[src/rtl/vga_fb_arbiter.sv]
// ---------------------------------------------------------------------------
// vga_fb_arbiter
//    Shares one single-port framebuffer between the VGA scan-out and a writer.
//    Each 12-bit framebuffer word holds four 3-bit pixels.
//    Scan-out fetches one word every 16 pixel clocks on active lines.
//    Every framebuffer pixel covers 4x4 screen pixels.
//    Scan reads always win; the writer gets every other free cycle at most.
//
// Ports
//    clk, rst_n          pixel clock, asynchronous active-low reset
//    hcount, vcount      raster position from the external timing generator
//    wr_req/addr/data    writer request (held until wr_ack)
//    wr_ack              one-cycle accept pulse, coincident with mem_we
//    mem_en/we/addr/wdata registered framebuffer strobes
//    mem_rdata           framebuffer read data (one cycle read latency)
//    pix_rgb             {r,g,b} of the current pixel, 0 outside active area
//    wr_oob              sticky: an out-of-range write was accepted
// ---------------------------------------------------------------------------
module vga_fb_arbiter (
   input  logic        clk,
   input  logic        rst_n,
   input  logic [10:0] hcount,
   input  logic [9:0]  vcount,
   input  logic        wr_req,
   input  logic [14:0] wr_addr,
   input  logic [11:0] wr_data,
   output logic        wr_ack,
   output logic        mem_en,
   output logic        mem_we,
   output logic [14:0] mem_addr,
   output logic [11:0] mem_wdata,
   input  logic [11:0] mem_rdata,
   output logic [2:0]  pix_rgb,
   output logic        wr_oob
);

   localparam logic [14:0] LAST_ADDR = 15'd20249;

   typedef enum logic {ST_IDLE = 1'b0, ST_ACK = 1'b1} state_t;

   state_t      state_q, state_d;
   logic        mem_en_q, mem_en_d;
   logic        mem_we_q, mem_we_d;
   logic [14:0] mem_addr_q, mem_addr_d;
   logic [11:0] mem_wdata_q, mem_wdata_d;
   logic        wr_oob_q, wr_oob_d;
   logic        rd_valid_q, rd_valid_d;
   logic [11:0] word_q, word_d;

   logic        line_active;
   logic        scan_slot;
   logic        pix_active;
   logic        grant;
   logic [10:0] slot_off;
   logic [9:0]  v_off;
   logic [14:0] scan_addr;

   assign line_active = (vcount >= 10'd31) && (vcount <= 10'd930);
   assign slot_off    = hcount - 11'd381;
   // Slots sit at 381+16k, i.e. hcount[3:0] == 13, for k = 0..89.
   assign scan_slot   = line_active && (hcount >= 11'd381) && (hcount <= 11'd1805)
                        && (hcount[3:0] == 4'd13);
   assign v_off       = vcount - 10'd31;
   // row*90 + k; maximum 224*90+89 = 20249, no overflow in 15 bits.
   assign scan_addr   = ({5'd0, v_off >> 2} * 15'd90) + {4'd0, slot_off >> 4};
   assign pix_active  = line_active && (hcount >= 11'd384) && (hcount <= 11'd1823);
   assign grant       = (state_q == ST_IDLE) && wr_req && !scan_slot;

   always_comb begin
      state_d     = ST_IDLE;
      mem_en_d    = 1'b0;
      mem_we_d    = 1'b0;
      mem_addr_d  = mem_addr_q;
      mem_wdata_d = mem_wdata_q;
      wr_oob_d    = wr_oob_q;
      // Read data is valid in the cycle after a read was presented.
      rd_valid_d  = mem_en_q && !mem_we_q;
      word_d      = rd_valid_q ? mem_rdata : word_q;

      if (scan_slot) begin
         mem_en_d   = 1'b1;
         mem_addr_d = scan_addr;
      end else if (grant) begin
         state_d = ST_ACK;
         if (wr_addr <= LAST_ADDR) begin
            mem_en_d    = 1'b1;
            mem_we_d    = 1'b1;
            mem_addr_d  = wr_addr;
            mem_wdata_d = wr_data;
         end else begin
            // Acked but dropped: the strobes stay low.
            wr_oob_d = 1'b1;
         end
      end
   end

   always_ff @(posedge clk or negedge rst_n) begin
      if (!rst_n) begin
         state_q     <= ST_IDLE;
         mem_en_q    <= 1'b0;
         mem_we_q    <= 1'b0;
         mem_addr_q  <= 15'd0;
         mem_wdata_q <= 12'd0;
         wr_oob_q    <= 1'b0;
         rd_valid_q  <= 1'b0;
         word_q      <= 12'd0;
      end else begin
         state_q     <= state_d;
         mem_en_q    <= mem_en_d;
         mem_we_q    <= mem_we_d;
         mem_addr_q  <= mem_addr_d;
         mem_wdata_q <= mem_wdata_d;
         wr_oob_q    <= wr_oob_d;
         rd_valid_q  <= rd_valid_d;
         word_q      <= word_d;
      end
   end

   // Pixel 0 lives in the top field; 384 is a multiple of 16.
   // So hcount[3:2] selects the field directly.
   always_comb begin
      pix_rgb = 3'd0;
      if (pix_active) begin
         case (hcount[3:2])
            2'd0:    pix_rgb = word_q[11:9];
            2'd1:    pix_rgb = word_q[8:6];
            2'd2:    pix_rgb = word_q[5:3];
            default: pix_rgb = word_q[2:0];
         endcase
      end
   end

   assign wr_ack    = (state_q == ST_ACK);
   assign mem_en    = mem_en_q;
   assign mem_we    = mem_we_q;
   assign mem_addr  = mem_addr_q;
   assign mem_wdata = mem_wdata_q;
   assign wr_oob    = wr_oob_q;

endmodule
[config.mk]
export PLATFORM = sky130hd
export DESIGN_NAME = vga_fb_arbiter
export DESIGN_NICKNAME = d
export VERILOG_FILES = /design/src/rtl/vga_fb_arbiter.sv
export SDC_FILE = /design/constraint.sdc
export NUM_CORES = 1
export LEC_CHECK = 0
export ABC_AREA = 1
export CORE_MARGIN = 5
export CORE_UTILIZATION = 25
export DETAILED_ROUTE_END_ITERATION = 8
export HOLD_SLACK_MARGIN = 0.1
export PLACE_DENSITY = 0.55
export SYNTH_ARGS = -nofsm -noshare
export SYNTH_HDL_FRONTEND = slang
export SYNTH_SLANG_ARGS = --single-unit
export TNS_END_PERCENT = 100
[constraint.sdc]
create_clock -name clk -period 1.6 [get_ports clk]
set_clock_uncertainty 0.05 [all_clocks]
set_input_delay 0.16 -clock clk [delete_from_list [all_inputs] [get_ports clk]]
set_output_delay 0.16 -clock clk [all_outputs]
set_load 0.02 [all_outputs]
### Word-level counts from Yosys, hierarchy flattened

Index checks and enable logic that the tools add are counted.
W data, S select, Z words.

* bits in registers: 44
* bits of input ports: 63
* output and inout bits: 34
* word-level logic and storage cells: 53

* add/subtract/negate cells: 3
* multiply operators: 1
* magnitude comparators: 7
* equal/unequal tests: 3
* multiplexer cells: 11
* bitwise gates (word level): 3
* reductions and logical operators: 17

Operators with widths (number)
* $mux W15: 3
* $ge A11 B9 Y1 const B: 2
* $le A11 B11 Y1 const B: 2
* $add A15 B7 Y15: 1
* $le A15 B15 Y1 const B: 1
* $mul A8 B6 Y14 const B: 1
* $sub A11 B9 Y11 const B: 1
* $ge A10 B5 Y1 const B: 1
* $le A10 B10 Y1 const B: 1
* $sub A10 B5 Y10 const B: 1
* $logic_and A1 B1 Y1: 9
* $pmux W3 S3: 1
* $mux W1: 6
* $reduce_and A3 Y1: 2
* $eq A4 B4 Y1 const B: 1
* $reduce_bool A2 Y1: 2
* $mux W3: 1
* $not A1 Y1: 3
* $eq A2 B1 Y1 const B: 1
* $eq A2 B2 Y1 const B: 1
* $logic_not A1 Y1: 2
* $logic_not A2 Y1: 1
* $reduce_and A2 Y1: 1

### Logic depth before layout (Yosys ltp)

* depth in word-level cells: 9
* gate-level depth with buffers: 28
* gate-level depth less buffers: 28

### Worst setup path before layout

OpenSTA, ideal clock, no wires.

* path type: input -> register
* start: input port vcount[2]
* end: register mem_addr_q[13] (netlist: mem_addr[13])
* setup time: 117 ps
* arrival time: 3697 ps
* data required time: 1433 ps
* slack: -2265 ps
* stages: 22
* path buffers: 0
* cell sequence: nand3_1 > nor2_1 > nand2_1 > inv_1 > nor2_1 > nand2_1 > nand2_1 > ha_1 > ha_1 > inv_1 > fa_1 > inv_1 > ha_1 > fa_1 > ha_1 > nand2_1 > nor3_1 > o21ai_1 > nor2_1 > nand3_1 > nand3_1 > nand2_1

* longest elaborated chain between the ends: 9
* elaborated cells on any way between the ends: 15
* classes of those cells: add/sub (2); mul (1); order compare (2); mux (1); reduce/logical (9)

RTL lines
* start: declaration: line 23 `input logic [9:0] vcount,`
* branches (longest 9 deep; another with $add A15 B7 Y15)
* end signal: assignment: line 111 `mem_addr_q <= mem_addr_d;`
* end: declaration: line 44 `logic [14:0] mem_addr_q, mem_addr_d;`

Parallel ways; which one is timed is not known.
A chain may end at the register's enable or synchronous reset.

### Final worst setup path

* start: input port vcount[0]
* end: register mem_addr_q[8] (netlist: mem_addr[8])

Same word-level chain as after synthesis.

==> impl_metrics.yaml <==
finish:
  multi_input_area_um2: 2860
  seq_area_um2: 1100
  drive_gt1_share_pct: 37.4
  nNetsFinal: 820
  area_delta_synth_final_pct: 75.7
  utilization_pct: 45.0
  nFillCells: 1398
  num_antenna_cells: 0
cts:
  clock_latency_ns: 0.28
  clockRootBuffer: "clkbuf_16"
  cts_tree: "yes"
  cts_sinks: 44
  htreeDepth: 2
  cts_buffer_depth: 2
  clk_pin_slew_ns: 0.06
  cts-buffers-inserted: 5
power_and_ir_drop:
  p_comb_share_pct: 63.9
  clkPwrFrac_pct: 17.8
  switching_share_pct: 39.8
  p_int_mw: 4.93
  p_leak_nw: 3.24
  net-switching-power_mw: 3.26
  power.total_mw: 8.19
  seqPwrFrac_pct: 18.3
  power_density_nw_per_um2: 1250
  ir_drop_mv: 0.568
floorplan:
  rows: 44
  core_area_um2: 14600
  die_area_um2: 17500
  die_y_um: 132
  die_w_um: 132
  ios: 97
  initial_utilization_pct: 25.6
grt:
  grt_pass1_vias: 4158
  grt_pass1_wl_um: 18800
  overflow: 0
  grtUsageTotal_pct: 12.5
  grt_max_degree: 45
  antenna_found_initial: 0
setup_path:
  cpLargestDelayFamily: "adder cells"
  cpMaxStageDelayCell: "fa_1"
  startpoint_type: "primary input"
  worst-setup-path-type: "in2reg"
  rr_endpoint: "mem_wdata[11]"
  required_ns: 1.72
  cp_slowest_stage_delay_ns: 0.58
  worstPathBufferInverterCount: 7
  crit_path_max_fanout: 4
  ff2ff_setup_slack_ns: 0.34
  rr_worst_depth: 7
  rr_startpoint: "wr_ack"
  worstPathArrival_ns: 3.61
  endpoint_kind: "flop"
drt:
  drtPass1Iterations: 6
  vias_per_cell: 4.38
  num_vias: 3938
  wl_per_cell_um: 12.3
  dr.max_layer_used: "met4"
  drtIter0Drc: 151
  routed_wl_um: 11000
  route.met2.wl_um: 5350
  drt-met1-wl_um: 4840
  drcViolationCount: 0
  wl_met3_um: 599
  drtAntennaViolNets: 0
place:
  io_buffers: 96
  routabilityCongestion: 0.811
  dp_hpwl_um: 8630
timing:
  setup_ws_ns: -1.89
  finalSetupViolations: 15
  period_needed_ns: 3.49
  max_freq_mhz: 287
  worstMarginPinSlew_ns: 0.520
  fin_crit_sh_pct: 218
  rsz0062_at_grt: "true"
  slew_headroom_pct: 65.3
  hold_viol: 0
  slew_violations: 0
logic_synthesis:
  synth_area_leaders: "dfrtp_1 (29%), nand2_1 (17%), ha_1 (10%), inv_1 (8.3%), nand3_1 (7.2%)"
  syn_inst: 516
  async_flop_share_pct: 100
  ys_types: 39
  dominantRegCellSynth: "dfrtp_1"
  synthTopCellsByCount: "nand2_1 (165), inv_1 (83), nand3_1 (54)"
  syn_area_um2: 3740
  ys_warn_count: 0
  ys_seq_area_share_pct: 29.4
  syn_nets: 621
  synth_area_per_cell_um2: 7.25
  synth_top_area_share_pct: 29.4
  synth_most_common_cell: "nand2_1"
  yosysTopAreaCell: "dfrtp_1"
  synth-seq-cells: 44
  synth_enable_flop_cells: 0
outcome:
  failed_checks: "setup timing"
  status: "finished with violations"
job:
  maxCapViolCount: 0
worst_hold_path:
  worstHoldPathType: "in2async"
==> per-stage QoR <==
step | area, um^2 | instances | worst slack (ns) | TNS, ns | hold slack [ns]
after floorplan | 4040 | 516 | -1.96 | -18.31 | -0.186
after global placement | 5800 | 873 | -2.63 | -38.95 | 0.105
after CTS | 6290 | 893 | -1.88 | -17.71 | 0.338
final | 6570 | 900 | -1.89 | -18.34 | 0.335
after detailed placement | 5800 | 873 | -2.73 | -39.74 | 0.101
after global routing | 6570 | 900 | -2.13 | -21.58 | 0.378
==> worst max-delay path by stage <==
stage	from	endpoint	slack, ns	cells after the start
after floorplan	vcount[2]	mem_addr[13]	-1.96	24
after global placement	vcount[2]	mem_addr[13]	-2.63	25
after detailed placement	vcount[2]	mem_addr[12]	-2.73	28
after CTS	vcount[0]	mem_addr[12]	-1.88	28
after global routing	vcount[0]	mem_addr[11]	-2.13	25
final	vcount[0]	mem_addr[8]	-1.89	26
==> metal layers <==
| metal | global-route usage [%] | vias to the layer above |
|---|---|---|
| met4 | 4.58 | 0 |
| met3 | 2.29 | 20 |
| met2 | 21.6 | 98 |
| met5 | 0 | - |
| li1 | - | 2022 |
| met1 | 15.4 | 1798 |
==> logic make-up (layout without fill, tap and decap cells) <==
kind of cell    Yosys count  after routing  share of synthesized area, %
buf+inv                  96            296                          10.7
simple gates            292            292                          34.8
xor+xnor                  8              8                          1.87
flops                    44             44                          29.4
fa+ha+maj                42             42                          16.3
mux                       9              9                          2.71
compound gates           25             25                          4.15
==> timing repair <==
action / 4_1_cts / 5_1_grt
endpoints found under the hold margin: 44 / 0
setup endpoints to repair: 34 / 30
pin swaps: 57 / 26
resized for setup: 146 / 39
gates cloned: 0 / 2
buffers inserted: 13 / 5
hold buffers: 1 / 0
==> worst reg2reg max path, stage by stage, from the launching register on <==
cell       delay (ns)
dfrtp_1          0.38
nor2_1           0.17
nand2_2          0.09
inv_2            0.10
nand2_8          0.08
clkbuf_16        0.17
nand2_1          0.05
nand2_1          0.06
==> cell usage in the layout, fill, tap and decap left out, drive strengths merged <==
cell             n
and3             1
a21o             1
a21boi           1
mux2             9
nand3           62
clkbuf           7
or2              4
inv             86
nor3             3
ha              31
xor2             4
o21ai            8
xnor2            4
a221oi           3
nand4            4
dfrtp           44
o31ai            3
o21bai           1
buf            118
nor2            40
fa              11
bufinv           3
clkdlybuf4s50   71
clkdlybuf4s15    1
dlygate4sd3      1
nand2          175
nand3b           2
nor3b            1
a21oi            8
dlygate4sd2      9
==> sequential cells by signal, indices dropped and copies added (netlist names) <==
name,count
mem_we,1
rd_valid_q,1
mem_wdata,12
wr_ack,1
mem_addr,15
mem_en,1
word_q,12
wr_oob,1
==> power by group through the flow <==
stage	Clock (mW)	Sequential (mW)	Combinational [mW]
2_1_floorplan	0	1.68	2.48
6_report	1.46	1.50	5.24
5_1_grt	1.54	1.53	5.84
4_1_cts	1.49	1.50	4.84
3_5_place_dp	0	1.51	4.35
3_3_place_gp	0	1.50	4.30
==> layout make-up <==
class	instances	area share, %
clock buffer	5	1.90
clock inverter	3	1.37
inverter	86	5.06
multi-input combinational	376	43.5
sequential	44	16.8
tap	184	3.50
timing repair buffer	202	27.9
No activity file was read; power rests on OpenSTA's default activity.
